<file path="config.mk">
export PLATFORM = sky130hd
export DESIGN_NAME = dcache1_inv_issue
export DESIGN_NICKNAME = d
export VERILOG_FILES = /design/src/rtl/dcache1_inv_issue_pkg.sv /design/src/rtl/dcache1_inv_fifo.sv /design/src/rtl/dcache1_inv_issue.sv
export SDC_FILE = /design/constraint.sdc
export NUM_CORES = 1
export LEC_CHECK = 0
export CAP_MARGIN = 0
export CORE_MARGIN = 5
export CORE_UTILIZATION = 60
export CTS_BUF_LIST = sky130_fd_sc_hd__clkbuf_16
export DETAILED_ROUTE_END_ITERATION = 8
export PLACE_DENSITY = 0.8
export SLEW_MARGIN = 20
export SYNTH_ARGS = -nofsm -noshare
export SYNTH_HDL_FRONTEND = slang
export SYNTH_HIERARCHICAL = 1
export SYNTH_SLANG_ARGS = --single-unit
</file>
<file path="constraint.sdc">
create_clock -name clk -period 6.3 [get_ports clk]
set_input_delay 1.26 -clock clk [delete_from_list [all_inputs] [get_ports clk]]
set_output_delay 1.26 -clock clk [all_outputs]
set_load 0.02 [all_outputs]
</file>
<file path="src/rtl/dcache1_inv_issue_pkg.sv">
// rtl/dcache1_inv_issue_pkg.sv - shared constants, lane slice macro and FSM encoding for the dcache1 invalidate issuer
`ifndef DCACHE1_INV_ISSUE_PKG_SV
`define DCACHE1_INV_ISSUE_PKG_SV

// Lane i of puke_addr occupies bits [7i+6:7i].
`define DC1_PUKE_SLICE(i) (i)*DC1_SET_BITS +: DC1_SET_BITS

package dcache1_inv_issue_pkg;
  localparam int DC1_PUKE_LANES = 6;
  localparam int DC1_SET_BITS   = 7;
  localparam int DC1_SETS       = 128;
  localparam int DC1_SWEEP_LAST = (DC1_SETS + DC1_PUKE_LANES - 1) / DC1_PUKE_LANES - 1;

  typedef enum logic [1:0] {
    INV_IDLE  = 2'd0,
    INV_DRAIN = 2'd1,
    INV_FLUSH = 2'd2
  } inv_state_e;
endpackage

`endif

</file>
<file path="src/rtl/dcache1_inv_fifo.sv">
// rtl/dcache1_inv_fifo.sv - circular buffer of set indexes with coalesce match, single push and 0..LANES multi-pop
module dcache1_inv_fifo
  import dcache1_inv_issue_pkg::*;
#(
  parameter int DEPTH = 16,
  parameter int LANES = DC1_PUKE_LANES,
  parameter int CW    = $clog2(DEPTH + 1),
  parameter int PW    = $clog2(LANES + 1)
) (
  input  logic                            clk,
  input  logic                            rst,
  input  logic                            clear,
  input  logic                            push,
  input  logic [DC1_SET_BITS-1:0]         push_idx,
  input  logic [PW-1:0]                   pop_n,
  output logic [CW-1:0]                   count,
  output logic                            hit,
  output logic [DC1_SET_BITS*LANES-1:0]   peek
);
  localparam int AW = $clog2(DEPTH);

  logic [DC1_SET_BITS-1:0] mem_q [DEPTH];
  logic [DC1_SET_BITS-1:0] mem_d [DEPTH];
  logic [DEPTH-1:0]        vld_q, vld_d;
  logic [AW-1:0]           rd_q, rd_d, wr_q, wr_d;
  logic [CW-1:0]           cnt_q, cnt_d;
  logic                    push_w;

  always_comb begin
    hit = 1'b0;
    for (int i = 0; i < DEPTH; i++) begin
      if (vld_q[i] && (mem_q[i] == push_idx)) hit = 1'b1;
    end
  end

  // A coalesced request is handshaken upstream but never written.
  assign push_w = push && !hit && !clear;
  assign count  = cnt_q;

  always_comb begin
    peek = '0;
    for (int k = 0; k < LANES; k++) begin
      peek[`DC1_PUKE_SLICE(k)] = mem_q[rd_q + AW'(k)];
    end
  end

  always_comb begin
    mem_d = mem_q;
    vld_d = vld_q;
    rd_d  = rd_q;
    wr_d  = wr_q;
    cnt_d = cnt_q;
    if (clear) begin
      vld_d = '0;
      rd_d  = '0;
      wr_d  = '0;
      cnt_d = '0;
    end else begin
      for (int k = 0; k < LANES; k++) begin
        if (PW'(k) < pop_n) vld_d[rd_q + AW'(k)] = 1'b0;
      end
      rd_d = rd_q + AW'(pop_n);
      if (push_w) begin
        mem_d[wr_q] = push_idx;
        vld_d[wr_q] = 1'b1;
        wr_d        = wr_q + 1'b1;
      end
      cnt_d = cnt_q + CW'(push_w) - CW'(pop_n);
    end
  end

  always_ff @(negedge clk) begin
    mem_q <= mem_d;
    if (!rst) begin
      vld_q <= '0;
      rd_q  <= '0;
      wr_q  <= '0;
      cnt_q <= '0;
    end else begin
      vld_q <= vld_d;
      rd_q  <= rd_d;
      wr_q  <= wr_d;
      cnt_q <= cnt_d;
    end
  end
endmodule

</file>
<file path="src/rtl/dcache1_inv_issue.sv">
// rtl/dcache1_inv_issue.sv - dcache1 puke port producer: queued set invalidates plus full-cache flush sweep
module dcache1_inv_issue
  import dcache1_inv_issue_pkg::*;
#(
  parameter int DEPTH       = 16,
  parameter int LANES       = DC1_PUKE_LANES,
  parameter int PADDR_WIDTH = 44
) (
  input  logic                            clk,
  input  logic                            rst,
  input  logic                            inv_req_valid,
  input  logic [PADDR_WIDTH-8:0]          inv_req_line,
  output logic                            inv_req_ready,
  input  logic                            inv_all,
  input  logic                            puke_hold,
  output logic [LANES-1:0]                puke_en,
  output logic [DC1_SET_BITS*LANES-1:0]   puke_addr,
  output logic                            inv_flush_done,
  output logic                            inv_idle
);
  localparam int CW = $clog2(DEPTH + 1);
  localparam int PW = $clog2(LANES + 1);
  localparam int SW = $clog2(DC1_SWEEP_LAST + 1);

  inv_state_e                      state_q, state_d;
  logic [SW-1:0]                   sweep_q, sweep_d;
  logic [LANES-1:0]                en_q, en_d;
  logic [DC1_SET_BITS*LANES-1:0]   addr_q, addr_d;
  logic                            done_q, done_d;
  logic [CW-1:0]                   fifo_cnt;
  logic                            fifo_hit;
  logic [DC1_SET_BITS*LANES-1:0]   fifo_peek;
  logic [PW-1:0]                   pop_n;
  logic                            push, flush_start, unused_line;
  logic [7:0]                      set_idx;

  assign unused_line   = ^inv_req_line[PADDR_WIDTH-8:DC1_SET_BITS];
  assign inv_req_ready = rst && (state_q != INV_FLUSH) && (fifo_cnt < CW'(DEPTH));
  assign push          = inv_req_valid && inv_req_ready;
  assign flush_start   = inv_all && (state_q != INV_FLUSH);

  // Popping is allowed from IDLE too so a fresh entry issues on the very next edge.
  always_comb begin
    pop_n = '0;
    if ((state_q != INV_FLUSH) && !inv_all && !puke_hold) begin
      pop_n = (fifo_cnt > CW'(LANES)) ? PW'(LANES) : PW'(fifo_cnt);
    end
  end

  dcache1_inv_fifo #(.DEPTH(DEPTH), .LANES(LANES)) u_fifo (
    .clk      (clk),
    .rst      (rst),
    .clear    (flush_start),
    .push     (push),
    .push_idx (inv_req_line[DC1_SET_BITS-1:0]),
    .pop_n    (pop_n),
    .count    (fifo_cnt),
    .hit      (fifo_hit),
    .peek     (fifo_peek)
  );

  always_comb begin
    state_d = state_q;
    sweep_d = sweep_q;
    en_d    = '0;
    addr_d  = '0;
    done_d  = 1'b0;
    set_idx = '0;
    case (state_q)
      INV_FLUSH: begin
        if (!puke_hold) begin
          for (int k = 0; k < LANES; k++) begin
            set_idx = 8'(sweep_q) * 8'(LANES) + 8'(k);
            if (set_idx < 8'(DC1_SETS)) begin
              en_d[k]                    = 1'b1;
              addr_d[`DC1_PUKE_SLICE(k)] = set_idx[DC1_SET_BITS-1:0];
            end
          end
          if (sweep_q == SW'(DC1_SWEEP_LAST)) begin
            done_d  = 1'b1;
            state_d = INV_IDLE;
            sweep_d = '0;
          end else begin
            sweep_d = sweep_q + 1'b1;
          end
        end
      end
      default: begin
        if (inv_all) begin
          state_d = INV_FLUSH;
          sweep_d = '0;
        end else begin
          for (int k = 0; k < LANES; k++) begin
            if (PW'(k) < pop_n) begin
              en_d[k]                    = 1'b1;
              addr_d[`DC1_PUKE_SLICE(k)] = fifo_peek[`DC1_PUKE_SLICE(k)];
            end
          end
          state_d = ((push && !fifo_hit) || (fifo_cnt != CW'(pop_n))) ? INV_DRAIN : INV_IDLE;
        end
      end
    endcase
  end

  always_ff @(negedge clk) begin
    if (!rst) begin
      state_q <= INV_IDLE;
      sweep_q <= '0;
      en_q    <= '0;
      addr_q  <= '0;
      done_q  <= 1'b0;
    end else begin
      state_q <= state_d;
      sweep_q <= sweep_d;
      en_q    <= en_d;
      addr_q  <= addr_d;
      done_q  <= done_d;
    end
  end

  assign puke_en        = en_q;
  assign puke_addr      = addr_q;
  assign inv_flush_done = done_q;
  assign inv_idle       = (state_q == INV_IDLE) && (fifo_cnt == '0) && (en_q == '0);
endmodule

</file>
==> flow_summary.ini, run 1 <==
[worst_setup_path]
cp.required_ps = 3510
cp_top_family = simple AND/OR/NAND/NOR gates
r2r-end = puke_addr[10]
crit_arrival_ps = 4290
crit_start = inv_req_line[5]
r2r_start = u_fifo/rd_q[0]
reg2reg_depth = 6
critPathMaxFanout = 7
path_cells = buf_6, buf_12, xnor2_1, nand4_1, nor2_1, nor4_2, buf_4, and4_4, clkinv_4, nor2_4, inv_2, ha_4, inv_2, ha_4, fa_2, a21o_1, a21oi_2, xnor2_1, nor2_1
cp-start-kind = input port
cp.depth = 19
cpMaxStageDelayCell = fa_2
critPathMaxStageDelay_ps = 370
path_buf_inv = 6
worstSetupPathType = input port to register
r2r_slack_ps = 2270
endpoint_kind = register
critPathCapture = u_fifo/count[4]

[cts]
clock_latency_ps = 520
htreeDepth = 4
cts_made_buffers = 17
cts.sinks = 197
cts_tree = built
clock_tree.buffer_depth = 2
clk_pin_slew_ps = 40
cts_hold_buf = 0
cts_root_buffer = clkbuf_16

[grt]
grt_pass1_wl_um = 65400
track_usage_pct = 35.4
grt-ovfl-total = 0
antenna_found_initial = 1
grt_start_max_net_pins = 62
grt_pass1_vias = 11400

[cells_and_area]
stdcell_count = 1621
layout_common_cells = inv_1 (212), mux4_2 (154), edfxtp_1 (112)
area_growth_pct = 26.7
drive_gt1_share_pct = 29.7
fin_util_pct = 76.7
final_common_cell = inv_1
diodes = 0
nets = 1409

[run_status]
status = complete, but fails checks
failed_checks = negative setup slack

[logic_synthesis]
synthTopCellsByArea = mux4_2 (27%), edfxtp_1 (26%), dfxtp_1 (13%)
yosys.area.top_type = mux4_2
synth_fp_nets = 1073
synth_top_flop_cell = edfxtp_1
synth-seq-cells = 197
postSynthAreaPerCell_um2 = 13.2
ys_types = 65
yosysTopAreaCellShare_pct = 26.5
synth-async-reset-ratio_pct = 0
synth_edf_count = 112
syn-cell-area_um2 = 13100
ys_warn_count = 6
netlist_instances = 992
ys_seq_area_share_pct = 38.7

[timing]
finClkSkew_ps = 55.3
rsz0062_at_grt = true
final-setup-viol-count = 92
drv_slew = 0
final_hold_viol_count = 0
worst_slack_ps = -780
worst_slew_pin_slew_ps = 1040
whs_ps = 544
slew-limit-headroom_pct = 30.8

[detailed_routing]
drtPass1Iterations = 6
vias = 11600
drtAntennaViolNets = 0
detail_route.vias_per_cell = 7.17
remaining_drc_errors = 0
drt-total-wl_um = 44900
post_drt_wl_per_cell_um = 27.7
drt_iter0_markers = 2054

[floorplanning]
die_w_um = 158
core_um2 = 21600
rows = 54
die_h_um = 158
initial_core_util_pct = 60.5
dieArea_um2 = 24900
ioPinCount = 93

[placed_design]
dp_hpwl_um = 29000
port_buffers = 62
dpl.cell_count = 1366
gp_congestion = 0.933

[power]
pwr_density_cell_nw_per_um2 = 230
p_leak_nw = 6.46
ir_worst_vdd_uv = 172

[run]
timing.max_cap.violations = 0

[hold_path]
hold_path_class = register to register
[sequential cells by signal, indices dropped and copies added (netlist names)]
signal / flops
u_fifo/mem_q: 112
puke_addr: 42
u_fifo/count: 5
state_q: 2
inv_flush_done: 1
sweep_q: 5
u_fifo/vld_q: 16
puke_en: 6
u_fifo/wr_q: 4
u_fifo/rd_q: 4
[power by group]
| part | internal, W | switching, W |
|---|---|---|
| clock | 0.000713 | 0.000970 |
| combinational | 0.000336 | 0.000366 |
| sequential | 0.00140 | 0.0000234 |
[per-layer routing]
| layer | track usage (%) | up-vias | wire length, um |
|---|---|---|---|
| li1 | - | 4586 | - |
| met1 | 42.9 | 5501 | 14600 |
| met2 | 54.4 | 1272 | 20400 |
| met3 | 14.5 | 261 | 6960 |
| met4 | 18.9 | 2 | 2950 |
| met5 | 0 | - | 13 |
[stage by stage]
step / total power (W) / setup slack [ps] / TNS, ps / area, um^2
2_1_floorplan: 0.00202 / -801 / -3880 / 13200
3_3_place_gp: 0.00223 / -1430 / -121950 / 14500
3_5_place_dp: 0.00225 / -1460 / -125260 / 14500
4_1_cts: 0.00376 / -674 / -13230 / 16300
5_1_grt: 0.00404 / -777 / -22830 / 16600
6_report: 0.00381 / -780 / -25720 / 16600
[worst min path at each step]
stage | to | cells past startpoint | start
after floorplan | u_fifo/wr_q[0] | 2 | u_fifo/wr_q[0]
after global placement | u_fifo/wr_q[0] | 2 | u_fifo/wr_q[0]
after detailed placement | u_fifo/wr_q[0] | 2 | u_fifo/wr_q[0]
after CTS | u_fifo/wr_q[0] | 2 | u_fifo/wr_q[0]
after global routing | u_fifo/wr_q[0] | 2 | u_fifo/wr_q[0]
final | u_fifo/wr_q[0] | 2 | u_fifo/wr_q[0]
[cells by family (layout without fill, tap and decap cells)]
family          after synthesis  after routing  synth area share [%]
compound gates              137            137                  7.68
xor+xnor                    140            140                  9.37
fa+ha+maj                    39             39                  3.90
buf+inv                      88            437                  4.39
flops                       197            197                  38.7
mux                         156            156                  26.7
simple gates                235            235                  9.25
[cell usage after synthesis (all sizes together) (21+ instances only)]
cell type	number
dfxtp	85
xnor2	127
nand4	33
nand2	65
edfxtp	112
nor2	51
o21ai	32
and3	21
ha	36
inv	21
buf	51
mux4	154
[worst min-delay path, delay by kind of cell, from the launching register on]
family,cells,cell delay (ps)
flip-flops,1,340
AO/OA/AOI/OAI,2,160
[what timing repair did]
action,CTS,global route
pin swaps,23,32
buffers inserted,18,7
gates resized for setup,67,73
gates cloned,6,1
setup endpoints to repair,139,118
[layout make-up]
type | instances | area, um^2
clock buffers | 17 | 425
clock inverters | 212 | 928
fillers | 1290 | 5040
inverters | 19 | 76.3
multi-input cells | 707 | 7830
flip-flops and latches | 197 | 5070
well taps | 280 | 350
repair buffers | 189 | 1890
Note: power is estimated with default switching activity, not from simulation.
==> run 2: changes to the inputs <==
Settings changed: DONT_BUFFER_PORTS set to 1, PLACE_DENSITY 0.8 to 0.75.
==> run 2 against run 1 <==
Effect of this change: the flow still finishes with violations (negative setup slack); routed wire length fell by 18%; utilization fell by 8.2 points; clock power fell by 7%; setup slack improved by 500 ps; critical path depth fell by 2; clock skew fell by 35 ps; via count fell by 14%; clock-buffer cell count did not move; die area did not move; critical endpoint unchanged; hold slack improved by 4.0 ps; non-clock buffer count fell by 148.
==> flow_summary.ini, run 2 (synthesized netlist as in run 1, its figures left out) <==
[run_status]
status = complete, but fails checks
failed_checks = negative setup slack

[worst_setup_path]
reg2reg_depth = 6
cp-start-kind = input port
cp.required_ps = 3490
r2r_slack_ps = 2650
crit_arrival_ps = 3770
critPathMaxFanout = 32
r2r_start = u_fifo/rd_q[0]
worstSetupPathType = input port to register
r2r-end = puke_addr[10]
endpoint_kind = register

[placed_design]
dp_hpwl_um = 26800
port_buffers = 0
dpl.cell_count = 1245
post_dp_cell_area_um2 = 13300
gp_congestion = 0.920

[cells_and_area]
drive_gt1_share_pct = 24.1
stdcell_count = 1473
layout_common_cells = inv_1 (210), mux4_2 (154), xnor2_1 (113)
final_common_cell = inv_1
area_growth_pct = 13.2
largest_reg_flops = 112
post-route-cell-area_um2 = 14800
regMostFlops = u_fifo/mem_q
diodes = 0
nets = 1261

[cts]
clock_tree.buffer_depth = 2
cts_made_buffers = 17
cts_hold_buf = 0
cts_tree = built
htreeDepth = 4
clock_latency_ps = 470
cts_root_buffer = clkbuf_16
cts.sinks = 197
clk_pin_slew_ps = 40

[grt]
grt-ovfl-total = 0
antenna_found_initial = 0
top_usage_layer = met2
globalRouteMet1Util_pct = 38.0
grt_pass1_vias = 10000
grt_start_max_net_pins = 62
met3_usage_pct = 10.5
grt_pass1_wl_um = 55800
grtUsageMet2_pct = 47.4
track_usage_pct = 30.0

[power]
ir_worst_vdd_uv = 165
p_leak_nw = 5.63
pwr_density_cell_nw_per_um2 = 236

[floorplanning]
dieArea_um2 = 24900
die_w_um = 158
initial_core_util_pct = 60.5
die_h_um = 158
ioPinCount = 93
core_um2 = 21600
rows = 54

[detailed_routing]
post_drt_wl_per_cell_um = 25.0
drt-total-wl_um = 36800
remaining_drc_errors = 0
drtAntennaViolNets = 0
drt_iter0_markers = 1107
detail_route.vias_per_cell = 6.79
drtPass1Iterations = 5
vias = 10000

[hold_path]
min_from = u_fifo/wr_q[1]
hold_path_class = register to register
whs_endpoint = u_fifo/wr_q[1]
whs_path_depth = 2

[timing]
whs_ps = 548
worst_slew_pin_slew_ps = 963
finClkSkew_ps = 20.3
worst_slack_ps = -284
drv_slew = 0
final-setup-viol-count = 2
slew-limit-headroom_pct = 35.7
final_hold_viol_count = 0
rsz0062_at_grt = true

[run]
timing.max_cap.violations = 0
-- run 2: metrics by stage --
stage | utilization (%) | setup slack [ps] | TNS (ps) | total power, W
floorplan | - | -801 | -3880 | 0.00202
global placement | 61.6 | -817 | -31570 | 0.00210
detailed placement | 61.6 | -819 | -27680 | 0.00211
CTS | 68.0 | -258 | -467 | 0.00354
global route | 68.5 | -356 | -673 | 0.00376
finish | 68.5 | -284 | -507 | 0.00350
-- run 2: area by class of cell --
| type | instances | area [um^2] |
|---|---|---|
| inverters | 19 | 78.8 |
| flip-flops and latches | 197 | 5070 |
| clock inverters | 212 | 887 |
| clock buffers | 17 | 425 |
| repair buffers | 41 | 312 |
| fillers | 1511 | 6810 |
| well taps | 280 | 350 |
| multi-input cells | 707 | 7680 |
-- run 2: power by group --
part	internal, W	switching, W	leakage (nW)	total, W
combinational	0.000227	0.000254	2.60	0.000481
clock	0.000694	0.000868	1.33	0.00156
sequential	0.00140	0.0000545	1.70	0.00145
total	0.00232	0.00118	5.63	0.00350
-- run 2: how the worst max path moves through the flow --
| stage | startpoint | end | slack [ps] | depth (start not counted) |
|---|---|---|---|---|
| floorplan | inv_req_line[5] | u_fifo/count[4] | -800 | 20 |
| global placement | inv_req_line[2] | u_fifo/count[4] | -820 | 17 |
| detailed placement | inv_req_line[2] | u_fifo/count[4] | -820 | 17 |
| CTS | inv_req_line[2] | u_fifo/count[4] | -260 | 17 |
| global route | inv_req_line[3] | u_fifo/count[4] | -360 | 17 |
| finish | inv_req_line[4] | u_fifo/count[4] | -280 | 17 |
-- run 2: per-layer routing --
metal / up-vias / part of all wire, %
met5: - / 0
met4: 0 / 3.2
met3: 97 / 12
met2: 713 / 48
met1: 4903 / 36
li1: 4296 / -
-- run 2: worst max-delay path, cell delays in order --
cell     delay [ps]
xnor2_1         140
nand4_1         140
nor2_2           70
nor4_2          260
and4_1          280
buf_6           140
inv_6            30
nor2_4          100
inv_2            60
ha_4            260
inv_2            40
ha_4            150
fa_2            330
a21o_1          190
a21oi_2         140
xnor2_1         120
nor2_1           50
-- run 2: what timing repair did --
item                       4_1_cts  5_1_grt
gates resized for setup          9       18
buffers inserted                 1        0
cloned                           0        0
setup endpoints to repair        4        5
pin swaps                        8       16
